[src/rtl/rr_mux_arbiter.sv]
// Four-requester round-robin arbiter with bounded hold time
// and a registered 4:1 data mux driven by the current owner.
module rr_mux_arbiter #(
  parameter int DW       = 8,
  parameter int MAX_HOLD = 4
) (
  input  logic          clk,
  input  logic          rst_n,
  input  logic [3:0]    req,
  input  logic [4*DW-1:0] in,
  output logic [3:0]    gnt,
  output logic [1:0]    sel,
  output logic [DW-1:0] out,
  output logic          out_valid
);

  typedef enum logic {
    IDLE,
    GRANT
  } state_t;

  localparam logic [3:0] HOLD_MAX  = 4'(MAX_HOLD);
  localparam logic [3:0] HOLD_LAST = 4'(MAX_HOLD - 1);

  state_t        state, state_d;
  logic [1:0]    ptr, ptr_d;
  logic [3:0]    cnt, cnt_d;
  logic [3:0]    gnt_d;
  logic [1:0]    sel_d;
  logic [DW-1:0] out_d;
  logic          vld_d;
  logic [3:0]    own;
  logic [3:0]    others;
  logic [DW-1:0] lane;
  logic          rotate;
  logic [2:0]    win;

  // First set bit of r scanning p, p+1, ... mod 4; msb flags a hit.
  function automatic logic [2:0] pick(
    input logic [3:0] r,
    input logic [1:0] p
  );
    logic [2:0] res;
    logic [1:0] idx;
    res = '0;
    for (int i = 3; i >= 0; i--) begin
      idx = p + 2'(i);
      if (r[idx]) res = {1'b1, idx};
    end
    return res;
  endfunction

  // Owner lane, competing requests and the forced-rotation condition.
  always_comb begin
    own    = 4'b0001 << sel;
    others = req & ~own;
    lane   = in[sel*DW +: DW];
    rotate = req[sel] && (cnt >= HOLD_LAST) && (|others);
  end

  // Next-state, pointer, hold counter and registered outputs.
  always_comb begin
    state_d = state;
    ptr_d   = ptr;
    cnt_d   = cnt;
    gnt_d   = gnt;
    sel_d   = sel;
    out_d   = out;
    vld_d   = 1'b0;
    win     = '0;
    unique case (state)
      IDLE: begin
        gnt_d = '0;
        win   = pick(req, ptr);
      end
      GRANT: begin
        if (req[sel]) begin
          out_d = lane;
          vld_d = 1'b1;
          if (cnt != HOLD_MAX) cnt_d = cnt + 4'd1;
          if (rotate) begin
            ptr_d = sel + 2'd1;
            win   = pick(others, sel + 2'd1);
          end
        end else begin
          ptr_d = sel + 2'd1;
          win   = pick(req, sel + 2'd1);
          if (!win[2]) begin
            state_d = IDLE;
            gnt_d   = '0;
          end
        end
      end
      default: ;
    endcase
    if (win[2]) begin
      state_d = GRANT;
      sel_d   = win[1:0];
      gnt_d   = 4'b0001 << win[1:0];
      cnt_d   = '0;
    end
  end

  // State and output registers with asynchronous clear.
  always_ff @(posedge clk or negedge rst_n) begin
    if (!rst_n) begin
      state     <= IDLE;
      ptr       <= '0;
      cnt       <= '0;
      gnt       <= '0;
      sel       <= '0;
      out       <= '0;
      out_valid <= 1'b0;
    end else begin
      state     <= state_d;
      ptr       <= ptr_d;
      cnt       <= cnt_d;
      gnt       <= gnt_d;
      sel       <= sel_d;
      out       <= out_d;
      out_valid <= vld_d;
    end
  end

endmodule

[config.mk]
export PLATFORM = sky130hd
export DESIGN_NAME = rr_mux_arbiter
export DESIGN_NICKNAME = d
export VERILOG_FILES = /design/src/rtl/rr_mux_arbiter.sv
export SDC_FILE = /design/constraint.sdc
export NUM_CORES = 1
export LEC_CHECK = 0
export BUFFER_PORTS_ARGS = -buffer_cell sky130_fd_sc_hd__buf_2
export CAP_MARGIN = 30
export CORE_UTILIZATION = 46
export CTS_CLUSTER_SIZE = 25
export DETAILED_ROUTE_END_ITERATION = 7
export GPL_TIMING_DRIVEN = 0
export PLACE_DENSITY = 0.73
export SETUP_SLACK_MARGIN = 0.05
export SYNTH_ARGS = -nofsm -noshare
export SYNTH_HDL_FRONTEND = slang
export SYNTH_SLANG_ARGS = --single-unit
[constraint.sdc]
create_clock -name clk -period 2.9 [get_ports clk]
set_input_delay 0.58 -clock clk [delete_from_list [all_inputs] [get_ports clk]]
set_output_delay 0.58 -clock clk [all_outputs]
set_load 0.01 [all_outputs]
==> reports/summary.txt, run 1 <==
Status: completed
DR WL/cell: 15.4 um
Crit path cell chain: buf_8 > inv_1 > ha_1 > clkbuf_4 > mux4_2 > o41a_1 > o41ai_2
Num CTS Buffers: 3
Reg2Reg Depth: 7
Syn-to-layout area delta: 22.2%
Critical path peak fanout: 10
TritonCTS clock tree: built
Synth top area share: 0.322
Worst-path clk slew: 0.09 ns
Routability cong.: 0.853
Leak pwr: 0.975 nW
Largest net degree at the start of global routing: 23
Final min period: 2.68 ns
Crit path capture type: flip-flop
Post-Syn Nets: 200
Gr ovfl total: 0
GR Util All Layers: 0.223
Max Clock Freq: 374 MHz
Cell Pwr Density: 1030 nW/um^2
Register area: 551 um^2
Top Family by Delay on Critical Path: compound AO/OA/AOI/OAI gates
Mux share of post-synthesis cell area: 0.226
DR vias: 1446
Worst setup path start: sel[0]$_DFFE_PN0P_
Syn_area_per_cell: 10.9 um^2
Number of buffer cells added on primary ports: 52
# Max-Cap Violations: 0
Max stage delay cell, worst path: o41a_1
Crit path buf inv count: 3
Cell depth of the worst setup path: 7
Worst Skew: 0.00545 ns
WP data required: 3.06 ns
Max-slew violations: 0
First-pass iteration count of the detailed router: 4
Rows: 21
Nets@finish: 257
Initial antenna violation count: 0
Worst-Skew Late Latency: 0.27 ns
Fraction of the yosys area taken by sequential cells: 0.322
Die width: 62.9 um
Flops & latches, synth: 22
Top post-synthesis cells by area: dfrtp_1 (32%), mux4_1 (12%), mux2_2 (5.9%), ha_1 (4.4%), mux4_2 (2.6%)
Synthesized-area fraction occupied by and/or/nand/nor cells: 0.129
Cell taking the most area after synthesis: dfrtp_1
# diodes: 0
WP data arrival: 2.84 ns
Slew at the pin closest to its max-slew limit: 0.616 ns
RR Startpoint: sel[0]$_DFFE_PN0P_
Period utilisation layout: 0.923
Instance count of the mapped netlist: 156
Ports: 53
Setup Buffers After CTS: 0
H-tree levels: 1
Hold slack: 0.271 ns
Clk buf depth: 2
Critical Path Start Type: flip-flop
Slowest cell delay on critical path: 0.47 ns
Root Buffer: clkbuf_8
Die ar.: 3960 um^2
First-pass GRT wire length: 6940 um
DRT Wirelength: 3970 um
Layout cells sized above 1: 0.434
Path category of the worst min-delay check: in -> async
1st-iter DRT viols: 125
Vias per cell: 5.60
Ys Warns: 0
Adder-Cell Fraction of Synth Area: 0.0440
Post-synthesis instance area: 1710 um^2
Multi-input logic area: 1030 um^2
CORE AREA: 3440 um^2
Final Setup Violations: 0
Slew headroom: 0.590
Critical path class: reg -> reg
Synth unique cells: 49
Antenna-violating nets left: 0
Pwr Total: 0.00216 W
Starting density of the core: 0.496
Compound-Gate Fraction of Synth Area: 0.186
Drt drc: 0
Detailed Place HPWL: 3020 um
XOR/XNOR Fraction of Synth Area: 0.0154
Main combinational cell family by area after synthesis: multiplexers
Hold Violations, Final: 0
Sinks on Clock Net: 22
RSZ-0062 raised after global routing: no
Total negative setup slack: 0 ns
Number of global-route vias before repair: 1566
Maximum VDD drop: 0.454 mV
Final Core Density: 0.606
Fillers: 306
Die H: 62.9 um
==> registers in the layout, indices dropped and copies added (netlist names) <==
signal	count
out	8
cnt	4
gnt	4
ptr	2
sel	2
out_valid	1
state	1
==> repair_timing <==
action | 4_1_cts | 5_1_grt
hold buffers | 0 | 0
hold endpoints to repair | 0 | 0
gates resized for setup | 0 | 3
endpoints found under the setup margin | 0 | 5
==> through the flow <==
step / setup slack (ns) / instances / area, um^2
2_1_floorplan: 0.449 / 156 / 1710
3_3_place_gp: 0.117 / 254 / 2030
3_5_place_dp: 0.110 / 254 / 2030
4_1_cts: 0.0694 / 258 / 2080
5_1_grt: 0.0683 / 258 / 2090
6_report: 0.223 / 258 / 2090
==> cell type report <==
| class | count | area share |
|---|---|---|
| flip-flops and latches | 22 | 0.264 |
| repair buffers | 52 | 0.125 |
| plain buffers | 10 | 0.0408 |
| well taps | 46 | 0.0276 |
| clock buffers | 4 | 0.0264 |
| multi-input cells | 111 | 0.493 |
| inverters | 13 | 0.0234 |
==> cell usage after synthesis, drive strengths merged <==
master and number:
nor3 5, a211oi 2, a221oi 1, o21bai 2, ha 6, nand4 2, o21a 1, a311o 1
o22ai 2, a31oi 2, nor4b 1, and2b 1, o21ai 9, and2 2, inv 13, a22o 2
or2b 1, dfrtp 22, a2111oi 1, nor2 9, nand3 2, clkbuf 2, mux2 9, o31ai 3
a21oi 7, nor2b 1, o41a 1, o41ai 2, buf 8, mux2i 3, a22oi 1, xor2 1
nand2 10, or2 1, mux4 10, xnor2 2, nand2b 6, a41oi 2
==> kinds of logic after synthesis <==
logic type	count (synthesis)
fa+ha+maj	6
buf+inv	23
xor+xnor	3
flops	22
mux	22
compound gates	39
simple gates	41
==> cell usage in the layout (no fill, tap or decap), drive strengths merged <==
cell and instances:
a22oi 1, o21ai 9, xnor2 2, a41oi 2, dfrtp 22, mux2 9, nor2 9, a21oi 7
a221oi 1, or2 1, nor2b 1, xor2 1, o21bai 2, buf 59, o41a 1, mux4 10
nand2 10, a2111oi 1, nand3 2, nand4 2, clkbuf 7, a211oi 2, ha 6, a31oi 2
o22ai 2, nor3 5, a311o 1, o31ai 3, a22o 2, nand2b 6, o41ai 2, o21a 1
mux2i 3, inv 13, or2b 1, and2b 1, nor4b 1, and2 2
==> power breakdown <==
group | switching, W | total (W) | internal [W]
Sequential | 0.0000977 | 0.000543 | 0.000445
Clock | 0.000106 | 0.000228 | 0.000121
Combinational | 0.000720 | 0.00139 | 0.000669
==> worst paths after layout <==
path	to	slack (ns)
min reg2reg	gnt[0]$_DFFE_PN0P_	0.49
min	out[5]$_DFFE_PN0P_	0.27
max	gnt[0]$_DFFE_PN0P_	0.22
min in group clk	gnt[0]$_DFFE_PN0P_	0.49
max reg2reg	gnt[0]$_DFFE_PN0P_	0.22
max in group asynchronous	state$_DFF_PN0_	2.28
==> routing by layer <==
metal / GRT usage / routed length, um
met5: 0 / 0
met4: 0.108 / 68
met3: 0.0292 / 201
met2: 0.379 / 2010
met1: 0.278 / 1700
No activity file was read; power rests on OpenSTA's default activity.
==> run 2: changes to the inputs <==
CORE_MARGIN = 4   (was not set)
==> run 2 against run 1 <==
  * Core utilization fell by 0.17 points
  * Clock-buffer cell count fell by 1
  * Via count fell by 0.83%
  * Non-clock buffer count did not move
  * Routed wire length fell by 6.0%
  * Global-route usage fell by 4.6 points
  * Fmax rose by 0.52%
  * Cell count did not move
  * Combinational power fell by 3%
  * Worst hold slack improved by 0.0021 ns
  * Setup slack improved by 0.014 ns
==> reports/summary.txt, run 2 (same netlist as run 1, synthesis figures left out) <==
Slew at the pin closest to its max-slew limit: 0.612 ns
Crit path capture type: flip-flop
Max stage delay cell, worst path: dfrtp_1
Final worst setup slack: 0.237 ns
Routability cong.: 0.850
Total negative setup slack: 0 ns
Ports: 53
Most frequent cells in the layout: buf_2 (56), dfrtp_1 (22), inv_1 (11), nand2_1 (10)
Largest net degree at the start of global routing: 23
# diodes: 0
Critical path class: reg -> reg
Final Core Density: 0.605
Number of global-route vias before repair: 1501
Max-slew violations: 0
Period utilisation layout: 0.918
Final min period: 2.66 ns
Number of buffer cells added on primary ports: 52
H-tree levels: 1
First-pass iteration count of the detailed router: 4
Clk buf depth: 2
Slew headroom: 0.592
Cell Pwr Density: 1040 nW/um^2
Nets@finish: 257
Syn-to-layout area delta: 22.8%
RSZ-0062 raised after global routing: no
Worst-Skew Late Latency: 0.26 ns
Fillers: 339
Final Setup Violations: 0
Crit path buf inv count: 2
Worst Skew: 0.00161 ns
Dpl ws: 0.236 ns
Starting density of the core: 0.492
Status: completed
Rows: 21
Number of flip-flops in the largest register: 8
Die width: 68.9 um
Cts hold-fix bufs: 0
Most common cell after layout, fill and taps aside: buf_2
Gr ovfl total: 0
Initial antenna violation count: 0
Top flop regs: out: 8 flops, cnt: 4 flops, gnt: 4 flops
Num CTS Buffers: 3
WP data arrival: 2.83 ns
Layout cells sized above 1: 0.429
Root Buffer: clkbuf_8
Crit path cell chain: buf_8 > inv_1 > ha_1 > nor4b_1 > a31oi_1 > o21ai_0 > nor3_2 > o41a_1 > o41ai_2
WP data required: 3.06 ns
CTS resizes: 0
Drt drc: 0
Detailed Place HPWL: 2980 um
Antenna-violating nets left: 0
Path category of the worst min-delay check: in -> async
Maximum VDD drop: 0.607 mV
Critical Path Start Type: flip-flop
DR vias: 1434
Leak pwr: 0.980 nW
Sinks on Clock Net: 22
Setup Buffers After CTS: 0
TritonCTS clock tree: built
GR Util All Layers: 0.177
Vias per cell: 5.56
Hold Violations, Final: 0
1st-iter DRT viols: 35
Die ar.: 4750 um^2
Critical path peak fanout: 10
# Max-Cap Violations: 0
Die H: 68.9 um
CORE AREA: 3470 um^2
First-pass GRT wire length: 6450 um
Top Family by Delay on Critical Path: compound AO/OA/AOI/OAI gates
Slowest cell delay on critical path: 0.43 ns
DR WL/cell: 14.5 um
Worst-path clk slew: 0.08 ns
Max Clock Freq: 375 MHz
DRT Wirelength: 3740 um
Most flops, register: out
[run 2: layer usage]
layer / track usage / vias to the layer above / share of wire
met4: 0.0584 / 0 / 0.017
li1: - / 693 / -
met2: 0.312 / 53 / 0.49
met5: 0 / - / 0
met1: 0.216 / 681 / 0.43
met3: 0.0340 / 7 / 0.069
[run 2: final timing paths]
path	from	end	slack (ns)	cells after the start
max reg2reg	sel[0]$_DFFE_PN0P_	gnt[0]$_DFFE_PN0P_	0.24	9
min	rst_n	gnt[3]$_DFFE_PN0P_	0.27	1
min reg2reg	gnt[1]$_DFFE_PN0P_	gnt[1]$_DFFE_PN0P_	0.49	2
max in group asynchronous	rst_n	out[2]$_DFFE_PN0P_	2.29	1
max	sel[0]$_DFFE_PN0P_	gnt[0]$_DFFE_PN0P_	0.24	9
min in group clk	gnt[1]$_DFFE_PN0P_	gnt[1]$_DFFE_PN0P_	0.49	2
[run 2: power by group]
part / total [W] / internal [W] / switching, W
Sequential: 0.000545 / 0.000446 / 0.0000990
Clock: 0.000281 / 0.000184 / 0.0000973
Combinational: 0.00135 / 0.000661 / 0.000692
[run 2: cell type report]
type                       instances  area (um^2)  area share
tap                               46         57.6      0.0274
clock inverter                     1         30.0      0.0143
multi-input combinational        111         1030       0.489
timing repair buffer              52          260       0.124
clock buffer                       3         41.3      0.0197
inverter                          13         48.8      0.0233
buffer                            10         82.6      0.0394
sequential                        22          551       0.263
[run 2: worst register-to-register path, delay by kind of cell (launching register included)]
kind                     cells  cell delay (ns)
AO/OA/AOI/OAI                4             1.04
adder cells (fa/ha/maj)      1             0.38
buffers and inverters        2             0.27
flip-flops                   1             0.43
AND/OR/NAND/NOR              2             0.44
[run 2: metrics by stage]
| step | power, W | area, um^2 | hold WS [ns] | std cells |
|---|---|---|---|---|
| after floorplan | 0.00157 | 1710 | 0.284 | 156 |
| after global placement | 0.00189 | 2030 | 0.465 | 254 |
| after detailed placement | 0.00191 | 2030 | 0.470 | 254 |
| after CTS | 0.00220 | 2100 | 0.285 | 258 |
| after global routing | 0.00237 | 2100 | 0.299 | 258 |
| final | 0.00218 | 2100 | 0.273 | 258 |
